## config.mk

```make
export PLATFORM = sky130hd
export DESIGN_NAME = vga_pattern_gen
export DESIGN_NICKNAME = d
export VERILOG_FILES = /design/src/rtl/vga_pattern_gen.sv
export SDC_FILE = /design/constraint.sdc
export NUM_CORES = 1
export LEC_CHECK = 0
export CAP_MARGIN = 40
export CORE_MARGIN = 2
export CORE_UTILIZATION = 61
export DETAILED_ROUTE_END_ITERATION = 12
export PLACE_DENSITY_LB_ADDON = 0.08
export SKIP_LAST_GASP = 1
export SLEW_MARGIN = 30
export SYNTH_ARGS = -nofsm -noshare
export SYNTH_HDL_FRONTEND = slang
export SYNTH_SLANG_ARGS = --single-unit
```

## constraint.sdc

```tcl
create_clock -name pixel_clk -period 12.75 [get_ports pixel_clk]
set_clock_uncertainty 0.2 [all_clocks]
set_input_delay 1.275 -clock pixel_clk [delete_from_list [all_inputs] [get_ports pixel_clk]]
set_output_delay 1.275 -clock pixel_clk [all_outputs]
set_load 0.03 [all_outputs]
```

## src/rtl/vga_pattern_gen.sv

```systemverilog
// vga_pattern_gen: test-pattern colour generator driven by the vhsync timing block.
// Produces solid colour, colour bars, checkerboard, ramp and a moving bar, with
// timing and colour registered together for a uniform 1-cycle latency.
// Optional build macro: VGA_PATTERN_BORDER_EN forces a one-pixel white frame border.
module vga_pattern_gen #(
  parameter int   COLOR_W     = 8,
  parameter int   H_ACTIVE    = 640,
  parameter int   V_ACTIVE    = 480,
  parameter int   CHECK_SHIFT = 5,
  parameter int   BOX_W       = 16,
  parameter int   SPEED       = 4,
  parameter logic SYNC_IDLE   = 1'b1
) (
  input  logic                   pixel_clk,
  input  logic                   reset_n,
  input  logic                   hsync_in,
  input  logic                   vsync_in,
  input  logic                   display_on,
  input  logic [31:0]            hcounter,
  input  logic [31:0]            vcounter,
  input  logic [2:0]             mode,
  input  logic [3*COLOR_W-1:0]   solid_rgb,
  output logic                   hsync,
  output logic                   vsync,
  output logic                   de,
  output logic [COLOR_W-1:0]     r,
  output logic [COLOR_W-1:0]     g,
  output logic [COLOR_W-1:0]     b,
  output logic [15:0]            frame_cnt
);

  localparam int BW = H_ACTIVE / 8;

  logic               frame_start_p0;
  logic [2:0]         active_mode;
  logic [31:0]        bar_x;
  logic [31:0]        bar_next;
  logic [32:0]        bar_sum;
  logic [32:0]        bar_end;
  logic [2:0]         bar_col;
  logic [COLOR_W-1:0] r_p0;
  logic [COLOR_W-1:0] g_p0;
  logic [COLOR_W-1:0] b_p0;

  // Colour-bar lookup: returns {r,g,b} on/off flags for the bar under column h.
  function automatic logic [2:0] bar_rgb(input logic [31:0] h);
    logic [31:0] q;
    logic [2:0]  idx;
    q   = h / 32'(BW);
    idx = (q > 32'd7) ? 3'd7 : q[2:0];
    case (idx)
      3'd0:    bar_rgb = 3'b111; // white
      3'd1:    bar_rgb = 3'b110; // yellow
      3'd2:    bar_rgb = 3'b011; // cyan
      3'd3:    bar_rgb = 3'b010; // green
      3'd4:    bar_rgb = 3'b101; // magenta
      3'd5:    bar_rgb = 3'b100; // red
      3'd6:    bar_rgb = 3'b001; // blue
      default: bar_rgb = 3'b000; // black
    endcase
  endfunction

  assign frame_start_p0 = (hcounter == 32'd0) && (vcounter == 32'd0);
  assign bar_sum        = {1'b0, bar_x} + 33'(SPEED);
  assign bar_next       = (bar_sum >= 33'(H_ACTIVE)) ? 32'(bar_sum - 33'(H_ACTIVE))
                                                     : 32'(bar_sum);
  // Bar end kept 33 bits wide so a bar near the top of the range never wraps to 0.
  assign bar_end        = {1'b0, bar_x} + 33'(BOX_W);
  assign bar_col        = bar_rgb(hcounter);

  // Per-frame state: latch the requested mode, count frames and move the bar.
  always_ff @(posedge pixel_clk) begin
    if (!reset_n) begin
      active_mode <= 3'd0;
      bar_x       <= 32'd0;
      frame_cnt   <= 16'd0;
    end else if (frame_start_p0) begin
      active_mode <= mode;
      bar_x       <= bar_next;
      frame_cnt   <= frame_cnt + 16'd1;
    end
  end

  // Pixel colour for the current position using the mode held this cycle.
  always_comb begin
    r_p0 = '0;
    g_p0 = '0;
    b_p0 = '0;
    if (display_on) begin
      case (active_mode)
        3'd0: {r_p0, g_p0, b_p0} = solid_rgb;
        3'd1: begin
          r_p0 = {COLOR_W{bar_col[2]}};
          g_p0 = {COLOR_W{bar_col[1]}};
          b_p0 = {COLOR_W{bar_col[0]}};
        end
        3'd2: begin
          if (hcounter[CHECK_SHIFT] ^ vcounter[CHECK_SHIFT]) begin
            r_p0 = '1;
            g_p0 = '1;
            b_p0 = '1;
          end
        end
        3'd3: begin
          r_p0 = hcounter[COLOR_W-1:0];
          g_p0 = hcounter[COLOR_W-1:0];
          b_p0 = hcounter[COLOR_W-1:0];
        end
        3'd4: begin
          if (({1'b0, hcounter} >= {1'b0, bar_x}) && ({1'b0, hcounter} < bar_end)) begin
            r_p0 = '1;
            g_p0 = '1;
            b_p0 = '1;
          end
        end
        default: begin
          r_p0 = '0;
          g_p0 = '0;
          b_p0 = '0;
        end
      endcase
`ifdef VGA_PATTERN_BORDER_EN
      if ((hcounter == 32'd0) || (hcounter == 32'(H_ACTIVE - 1)) ||
          (vcounter == 32'd0) || (vcounter == 32'(V_ACTIVE - 1))) begin
        r_p0 = '1;
        g_p0 = '1;
        b_p0 = '1;
      end
`endif
    end
  end

  // Output register: timing and colour leave together one cycle after their inputs.
  always_ff @(posedge pixel_clk) begin
    if (!reset_n) begin
      hsync <= SYNC_IDLE;
      vsync <= SYNC_IDLE;
      de    <= 1'b0;
      r     <= '0;
      g     <= '0;
      b     <= '0;
    end else begin
      hsync <= hsync_in;
      vsync <= vsync_in;
      de    <= display_on;
      r     <= r_p0;
      g     <= g_p0;
      b     <= b_p0;
    end
  end

endmodule

```

-- Yosys cells after proc, flatten, opt, wreduce, memory -nomap -nowiden
Index checks and enable logic that the tools add are counted.
- flip-flop bits (word level): 78
- output and inout bits: 43
- logic and storage cells: 44
- $add $sub $neg: 4
- div/mod/pow operators: 1
- order comparisons: 4
- equal/unequal tests: 10
- multiplexer cells: 8
- bitwise operators: 1
- reductions and logical operators: 7
- operator list (operator ; number):
    one-hot mux 8 bit (5 select lines) ; 3
    zero test 32 bit ; 2
    adder 32 x 3 -> 33 bit, second input constant ; 1
    adder 32 x 5 -> 33 bit, second input constant ; 1
    greater-or-equal comparator 33 x 10 -> 1 bit, second input constant ; 1
    less-than comparator 32 x 33 -> 1 bit ; 1
    divider 32 x 7 -> 32 bit, second input constant ; 1
    greater-or-equal comparator 32 bit ; 1
    > comparator 32 x 3 -> 1 bit, second input constant ; 1
    2-to-1 mux 32 bit ; 1
    subtractor 32 x 10 -> 32 bit, second input constant ; 1
    one-hot mux 3 bit (7 select lines) ; 1
    adder 16 x 1 -> 16 bit, second input constant ; 1
    2-to-1 mux 8 bit ; 2
    == test 3 x 2 -> 1 bit, second input constant ; 4
    == test 3 bit, second input constant ; 4
    == test 3 x 1 -> 1 bit, second input constant ; 2
    zero test 3 bit ; 2
    2-to-1 mux 3 bit ; 1
    logical AND 1 bit ; 2
    AND reduction 2 bit ; 1
    XOR 1 bit ; 1

-- Depth between registers and ports, before layout
Gate-level depths: netlist (run 1).
- depth in word-level cells: 6
- depth in mapped cells: 37
- gate-level depth less buffers: 29

-- Least setup slack after synthesis (run 1)
OpenSTA, ideal clock, no wires.
- kind: input-to-reg
- start: input hcounter[31]
- end: register b[5]
- setup time: 0.133 ns
- data arrival time: 8.446 ns
- setup slack: 3.971 ns
- stages: 33
- buffers on the path: 6
- cells stage by stage: buf_2 or4b_1 o31a_1 nor2b_2 nor2_2 and4_1 nor4_4 or3_1 buf_2 nor4b_1 or4_1 buf_2 or3_4 a221o_1 nand3_2 nor3_1 or4_4 a21oi_4 a211oi_1 or4b_1 o22a_1 buf_6 or4_1 o211a_1 o21a_1 buf_6 xnor2_1 or3_1 o211ai_2 nor2_4 buf_4 nor4_1 a211oi_2
- longest elaborated chain between the ends: 6
- elaborated cells between the ends (all ways): 16
- those cells by class: div: 1; order compare: 3; eq/ne: 6; mux: 4; reduce/logical: 2
- ends and longest elaborated chain (item ; line ; text):
    start, declared ; 19 ; input logic [31:0] hcounter,
    divider 32 x 7 -> 32 bit ; 49 ; q = h / 32'(BW);
    > comparator 32 x 3 -> 1 bit ; 50 ; idx = (q > 32'd7) ? 3'd7 : q[2:0];
    2-to-1 mux 3 bit ; 50 ;
    == test 3 bit (tied with other cells) ; 51 ; case (idx)
    one-hot mux 3 bit (7 select lines) ; 51 ;
    one-hot mux 8 bit (5 select lines) (*) ; 90 ; case (active_mode)
    end signal, assigned ; 148 ; b <= b_p0;
    end, declared ; 28 ; output logic [COLOR_W-1:0] b,
Every way passes the cells marked *; elsewhere a longest branch is shown, timed or not.
A chain may end at the register's enable or synchronous reset.

-- Worst setup path after layout (run 1)
- start: input hcounter[31]
- end: register b[4]
Same word-level chain as after synthesis.

==> results of run 1 <==
-- metrics by stage --
step / cell area, um^2 / power (W) / util (%)
after floorplan: 9743 / 0.0006336 / -
after global placement: 11020 / 0.0007249 / 69.85
after detailed placement: 11040 / 0.0007318 / 69.99
after CTS: 11320 / 0.0009833 / 71.81
after global routing: 11360 / 0.001054 / 72.03
final: 11360 / 0.0009969 / 72.03
-- cell type report --
cell class	count	area [um^2]	share of cell area (%)
clock buffers	9	225.2	1.983
clock inverters	7	62.56	0.5507
inverters	63	236.5	2.082
multi-input cells	1104	7561	66.56
flip-flops and latches	76	1521	13.39
well taps	216	270.3	2.379
repair buffers	152	1483	13.05
-- final timing paths --
path	endpoint	slack, ps	startpoint	cells past startpoint
worst max register to register	g[5]	6280	bar_x[2]	28
worst min register to register	bar_x[3]	300	bar_x[3]	2
worst max-delay path	b[4]	1850	hcounter[31]	28
worst min-delay path	bar_x[3]	300	bar_x[3]	2
-- cell families after synthesis --
group                    after synthesis
AO/OA/AOI/OAI                        370
flip-flops                            76
buffers and inverters                154
multiplexers                           7
XOR/XNOR                              95
AND/OR/NAND/NOR                      567
adder cells (fa/ha/maj)               65
-- cells in the final DEF, fill, tap and decap left out, drive strengths merged, types with 12 or more instances in the layout --
cell	netlist	routed
nand2	147	147
clkdlybuf4s50	0	138
xnor2	82	82
dfxtp	76	76
nor2	73	73
o21ai	70	70
inv	60	65
ha	62	62
nor3	52	52
nand3	48	48
a21oi	42	42
nor4	41	41
nand4	37	37
a31oi	37	37
or3	35	35
a21boi	32	32
and2	30	30
a211oi	30	30
and3	23	23
a21o	23	23
o21a	22	22
o211ai	17	17
nand2b	15	15
o22ai	15	15
nor2b	14	14
xor2	13	13
clkbuf	59	12
-- power groups by stage --
stage	clock network (W)	logic, W	registers (W)
2_1_floorplan	0	0.000375	0.000259
3_3_place_gp	0	0.000476	0.000249
3_5_place_dp	0	0.000483	0.000249
4_1_cts	0.000255	0.000485	0.000243
5_1_grt	0.000264	0.000546	0.000244
6_report	0.000255	0.000499	0.000243
-- registers in the layout, summed over array words and instances (netlist names) --
name and flops:
frame_cnt 16, active_mode 3, r 8, hsync 1, b 8, de 1
g 8, vsync 1, bar_x 30
-- routing by layer --
layer | vias to the layer above | routed length (um) | part of all wire (%) | global-route usage [%]
met5 | - | 0 | 0 | 0
met4 | 0 | 631 | 2.3 | 9.512
met3 | 58 | 1672 | 6.1 | 3.746
met2 | 385 | 13030 | 47 | 51.25
met1 | 4942 | 12280 | 44 | 45.08
li1 | 5128 | - | - | -
-- cells in the mapped netlist (all sizes together), types with 32 or more instances --
| cell | n | area, um^2 |
|---|---|---|
| nor4 | 41 | 277.8 |
| a31oi | 37 | 271.5 |
| clkbuf | 59 | 222.7 |
| nand3 | 48 | 250.2 |
| or3 | 35 | 224.0 |
| nand4 | 37 | 237.7 |
| inv | 60 | 225.2 |
| xnor2 | 82 | 718.2 |
| a21oi | 42 | 225.2 |
| ha | 62 | 775.7 |
| a21boi | 32 | 240.2 |
| nor3 | 52 | 280.3 |
| dfxtp | 76 | 1521 |
| buf | 32 | 206.4 |
| nor2 | 73 | 291.5 |
| nand2 | 147 | 554.3 |
| o21ai | 70 | 357.9 |
-- tightest hold or removal path, stage by stage (launching register included) --
cell and delay [ps]:
dfxtp_1 330, nand2_1 50, a21boi_0 70
==> flow_metrics.env, run 1 <==
export IMPL_synthCells=1334
export IMPL_syn_avg_cell_area_um2=7.304
export IMPL_outcome="finished, final reports clean"
export IMPL_min_path_type="reg2reg"
export IMPL_rsz0062_at_grt="false"
export IMPL_combPwrFrac_pct=50.0
export IMPL_cts_resized=0
export IMPL_die_w_um=130.4
export IMPL_place_ws_ps=1607
export IMPL_power_share_clock_pct=25.6
export IMPL_crit_path_start_kind="primary input"
export IMPL_antennaDiodeCount=0
export IMPL_drt_iter0_drc=1024
export IMPL_post_route_min_period_ps=10900
export IMPL_path_max_fanout=21
export IMPL_synth_area_mux_share_pct=0.7962
export IMPL_synth_xor_area_share_pct=8.540
export IMPL_grt_pass1_wl_um=44960
export IMPL_p_seq_share_pct=24.4
export IMPL_cp_num_buf_inv=1
export IMPL_drc=0
export IMPL_io_buffer_count=138
export IMPL_synthToLayoutAreaGrowth_pct=16.59
export IMPL_cts_root_buf="clkbuf_16"
export IMPL_ys_ff_latch=76
export IMPL_total_leakage_power_nw=3.991
export IMPL_drt_wirelength_per_cell_um=16.97
export IMPL_synthSimpleGateAreaFrac_pct=31.69
export IMPL_htreeDepth=3
export IMPL_layout_cells_non_filler=1627
export IMPL_yosysSeqAreaShare_pct=15.62
export IMPL_required_ps=12770
export IMPL_swShare_pct=42.72
export IMPL_num_rows=46
export IMPL_worstMarginPinSlew_ps=778.4
export IMPL_fmax_mhz=91.76
export IMPL_grt_max_degree=60
export IMPL_ys_types=109
export IMPL_clockBufferDepth=2
export IMPL_tns_ps=0
export IMPL_clock_sinks=76
export IMPL_postCtsSetupRepairBufs=0
export IMPL_num_vias=10510
export IMPL_final_net_count=1564
export IMPL_die_h_um=130.4
export IMPL_synth_ff_type="dfxtp_1"
export IMPL_synth_fp_nets=1492
export IMPL_drtAntennaViolNets=0
export IMPL_vdd_ir_drop_worst_mv=0.05656
export IMPL_hold_viol=0
export IMPL_synth_edf_count=0
export IMPL_drive_above_1_share_pct=6.591
export IMPL_io_pins=139
export IMPL_via_per_inst=6.462
export IMPL_synth_cell_area_um2=9743
export IMPL_cpLargestDelayFamily="simple AND/OR/NAND/NOR gates"
export IMPL_worstPathArrival_ps=10920
export IMPL_cp_common_cell="nor3_1"
export IMPL_coreArea_um2=15770
export IMPL_firstDrtPassIters=5
export IMPL_grt_pass1_vias=9225
export IMPL_cts_inserted_buffers=9
export IMPL_wirelength_um=27610
export IMPL_grt_antenna_before_repair=0
export IMPL_whs_ps=303.7
export IMPL_synth_compound_area_share_pct=28.24
export IMPL_synth_top_family_by_area="simple AND/OR/NAND/NOR gates"
export IMPL_synth_async_reset_ratio_pct=0
export IMPL_track_usage_pct=31.88
export IMPL_critPathSlowestCell="clkdlybuf4s50_1"
export IMPL_drv_slew=0
export IMPL_ys_warn_count=0
export IMPL_dp_cells=1606
export IMPL_p_switching_w=0.0004258
export IMPL_place_hpwl_um=20520
export IMPL_cts_hold_buffers_added=0
export IMPL_gp_congestion=0.9366
export IMPL_p_int_w=0.0005711
export IMPL_grt_remaining_overflow=0
export IMPL_relSlewSlack_pct=46.77
export IMPL_cts_tree="yes"
export IMPL_clk_pin_slew_ps=70
export IMPL_dieArea_um2=17000
export IMPL_max_stage_delay_ps=790
export IMPL_fin_ws_ps=1852
export IMPL_synthAdderAreaFrac_pct=8.283
export IMPL_start_util_pct=61.78
export IMPL_fillers=1330
export IMPL_clk_latency_ps=350
export IMPL_maxCapViolCount=0
export IMPL_setup_viol_count_final=0
export IMPL_endpoint_kind="flop"
export IMPL_period_share_pct=85.48
export IMPL_power_density_nw_per_um2=87.76
export IMPL_worstSetupPathType="in2reg"
No activity file was read; power rests on OpenSTA's default activity.
==> run 2: changes to the inputs <==
- SLEW_MARGIN: 30 -> 15
- clock period: 12.75 -> 13.9 ns (I/O delays scaled with it)
==> flow_metrics.env, run 2 (same netlist as run 1, synthesis figures left out) <==
export IMPL_clockBufferDepth=2
export IMPL_num_rows=46
export IMPL_gp_congestion=0.9362
export IMPL_cts_resized=0
export IMPL_grt_remaining_overflow=0
export IMPL_r2r_end="g[0]"
export IMPL_hold_end="bar_x[3]"
export IMPL_via_per_inst=6.414
export IMPL_die_h_um=130.4
export IMPL_power_density_nw_per_um2=80.19
export IMPL_worstPathArrival_ps=11120
export IMPL_drt_iter0_drc=779
export IMPL_wirelength_um=27410
export IMPL_total_leakage_power_nw=3.972
export IMPL_post_route_min_period_ps=11100
export IMPL_relSlewSlack_pct=39.83
export IMPL_min_path_type="reg2reg"
export IMPL_endpoint_kind="flop"
export IMPL_clk_pin_slew_ps=70
export IMPL_maxCapViolCount=0
export IMPL_r2r_slack_ps=7380
export IMPL_fmax_mhz=90.12
export IMPL_io_pins=139
export IMPL_whs_ps=308.4
export IMPL_whs_path_depth=2
export IMPL_rsz0062_at_grt="false"
export IMPL_crit_path_start_kind="primary input"
export IMPL_firstDrtPassIters=5
export IMPL_grt_max_degree=60
export IMPL_setup_viol_count_final=0
export IMPL_die_w_um=130.4
export IMPL_track_usage_pct=31.66
export IMPL_io_buffer_count=138
export IMPL_drc=0
export IMPL_clk_latency_ps=350
export IMPL_final_common_cell="nand2_1"
export IMPL_vdd_ir_drop_worst_mv=0.05434
export IMPL_drive_above_1_share_pct=6.330
export IMPL_drt_wirelength_per_cell_um=16.90
export IMPL_clock_sinks=76
export IMPL_final_cell_mix="146 x nand2_1, 138 x clkdlybuf4s50_1, 82 x xnor2_1"
export IMPL_num_vias=10400
export IMPL_final_net_count=1559
export IMPL_start_util_pct=61.78
export IMPL_coreArea_um2=15770
export IMPL_grt_pass1_vias=9346
export IMPL_reg2reg_depth=28
export IMPL_cts_hold_buffers_added=0
export IMPL_grt_pass1_wl_um=44800
export IMPL_hold_viol=0
export IMPL_htreeDepth=3
export IMPL_drv_slew=0
export IMPL_required_ps=13920
export IMPL_outcome="finished, final reports clean"
export IMPL_cts_root_buf="clkbuf_16"
export IMPL_postCtsSetupRepairBufs=0
export IMPL_reg_top3="bar_x x30, frame_cnt x16"
export IMPL_tns_ps=0
export IMPL_r2r_start="bar_x[4]"
export IMPL_regMostFlops="bar_x"
export IMPL_path_max_fanout=21
export IMPL_grt_antenna_before_repair=0
export IMPL_worstSetupPathType="in2reg"
export IMPL_period_share_pct=79.83
export IMPL_cts_inserted_buffers=9
export IMPL_synthToLayoutAreaGrowth_pct=16.26
export IMPL_drtAntennaViolNets=0
export IMPL_hp_start="bar_x[3]"
export IMPL_largest_reg_flops=30
export IMPL_antennaDiodeCount=0
export IMPL_worstMarginPinSlew_ps=894.3
export IMPL_cts_tree="yes"
export IMPL_place_hpwl_um=20430
export IMPL_dieArea_um2=17000
==> run 2: where the power goes <==
part | internal [W] | total, W | switching (W)
Sequential | 0.000222 | 0.000223 | 0.00000115
Combinational | 0.000174 | 0.000452 | 0.000278
Clock | 0.000125 | 0.000233 | 0.000108
Total | 0.000522 | 0.000908 | 0.000387
==> run 2: cell type report <==
type	instances	area (um^2)
flip-flops and latches	76	1521
well taps	216	270.3
multi-input cells	1104	7561
clock inverters	7	62.56
repair buffers	147	1450
clock buffers	9	225.2
fillers	1352	4443
inverters	63	236.5
==> run 2: metal layers <==
layer  wire, um  global-route usage [%]  up-vias
li1           -                       -     5120
met1      12240                   44.82     4845
met2      12890                   51.09      382
met3       1671                   3.339       56
met4        606                   9.512        0
met5          0                       0        -
==> run 2: through the flow <==
step / setup WS, ps / cell area [um^2] / util, % / cells / total power, W
floorplan: 5006 / 9743 / - / 1334 / 0.0005812
global placement: 2757 / 11020 / 69.85 / 1603 / 0.0006650
detailed placement: 2702 / 11040 / 70.00 / 1606 / 0.0006703
CTS: 3066 / 11330 / 71.83 / 1622 / 0.0009020
global route: 2072 / 11330 / 71.83 / 1622 / 0.0009632
finish: 2804 / 11330 / 71.83 / 1622 / 0.0009083
==> run 2: critical path: stages <==
cell             delay, ps
clkdlybuf4s50_1        790
and3b_1                420
a22oi_1                270
a31oi_2                180
nor2_2                 450
nand3_1                160
a41oi_1                430
or3_1                  310
nor4b_1                100
nor4_1                 750
a2111oi_0              270
nor4_2                 540
nand3_2                400
and3_1                 270
or4_4                  500
a21oi_4                300
a211oi_1                80
or4b_1                 570
o22ai_2                510
nor2_1                 180
a221oi_2               430
nor3_1                 110
a21oi_1                320
a31oi_4                190
a211oi_1               390
nand4_1                360
nor3_1                 340
a211oi_2                70
==> run 2: worst max path at each step <==
stage                       from    to  depth (start not counted)
global route        hcounter[31]  b[4]                         28
floorplan           hcounter[31]  b[5]                         33
detailed placement  hcounter[31]  b[7]                         28
global placement    hcounter[31]  b[3]                         28
CTS                 hcounter[31]  b[7]                         28
finish              hcounter[31]  b[1]                         28
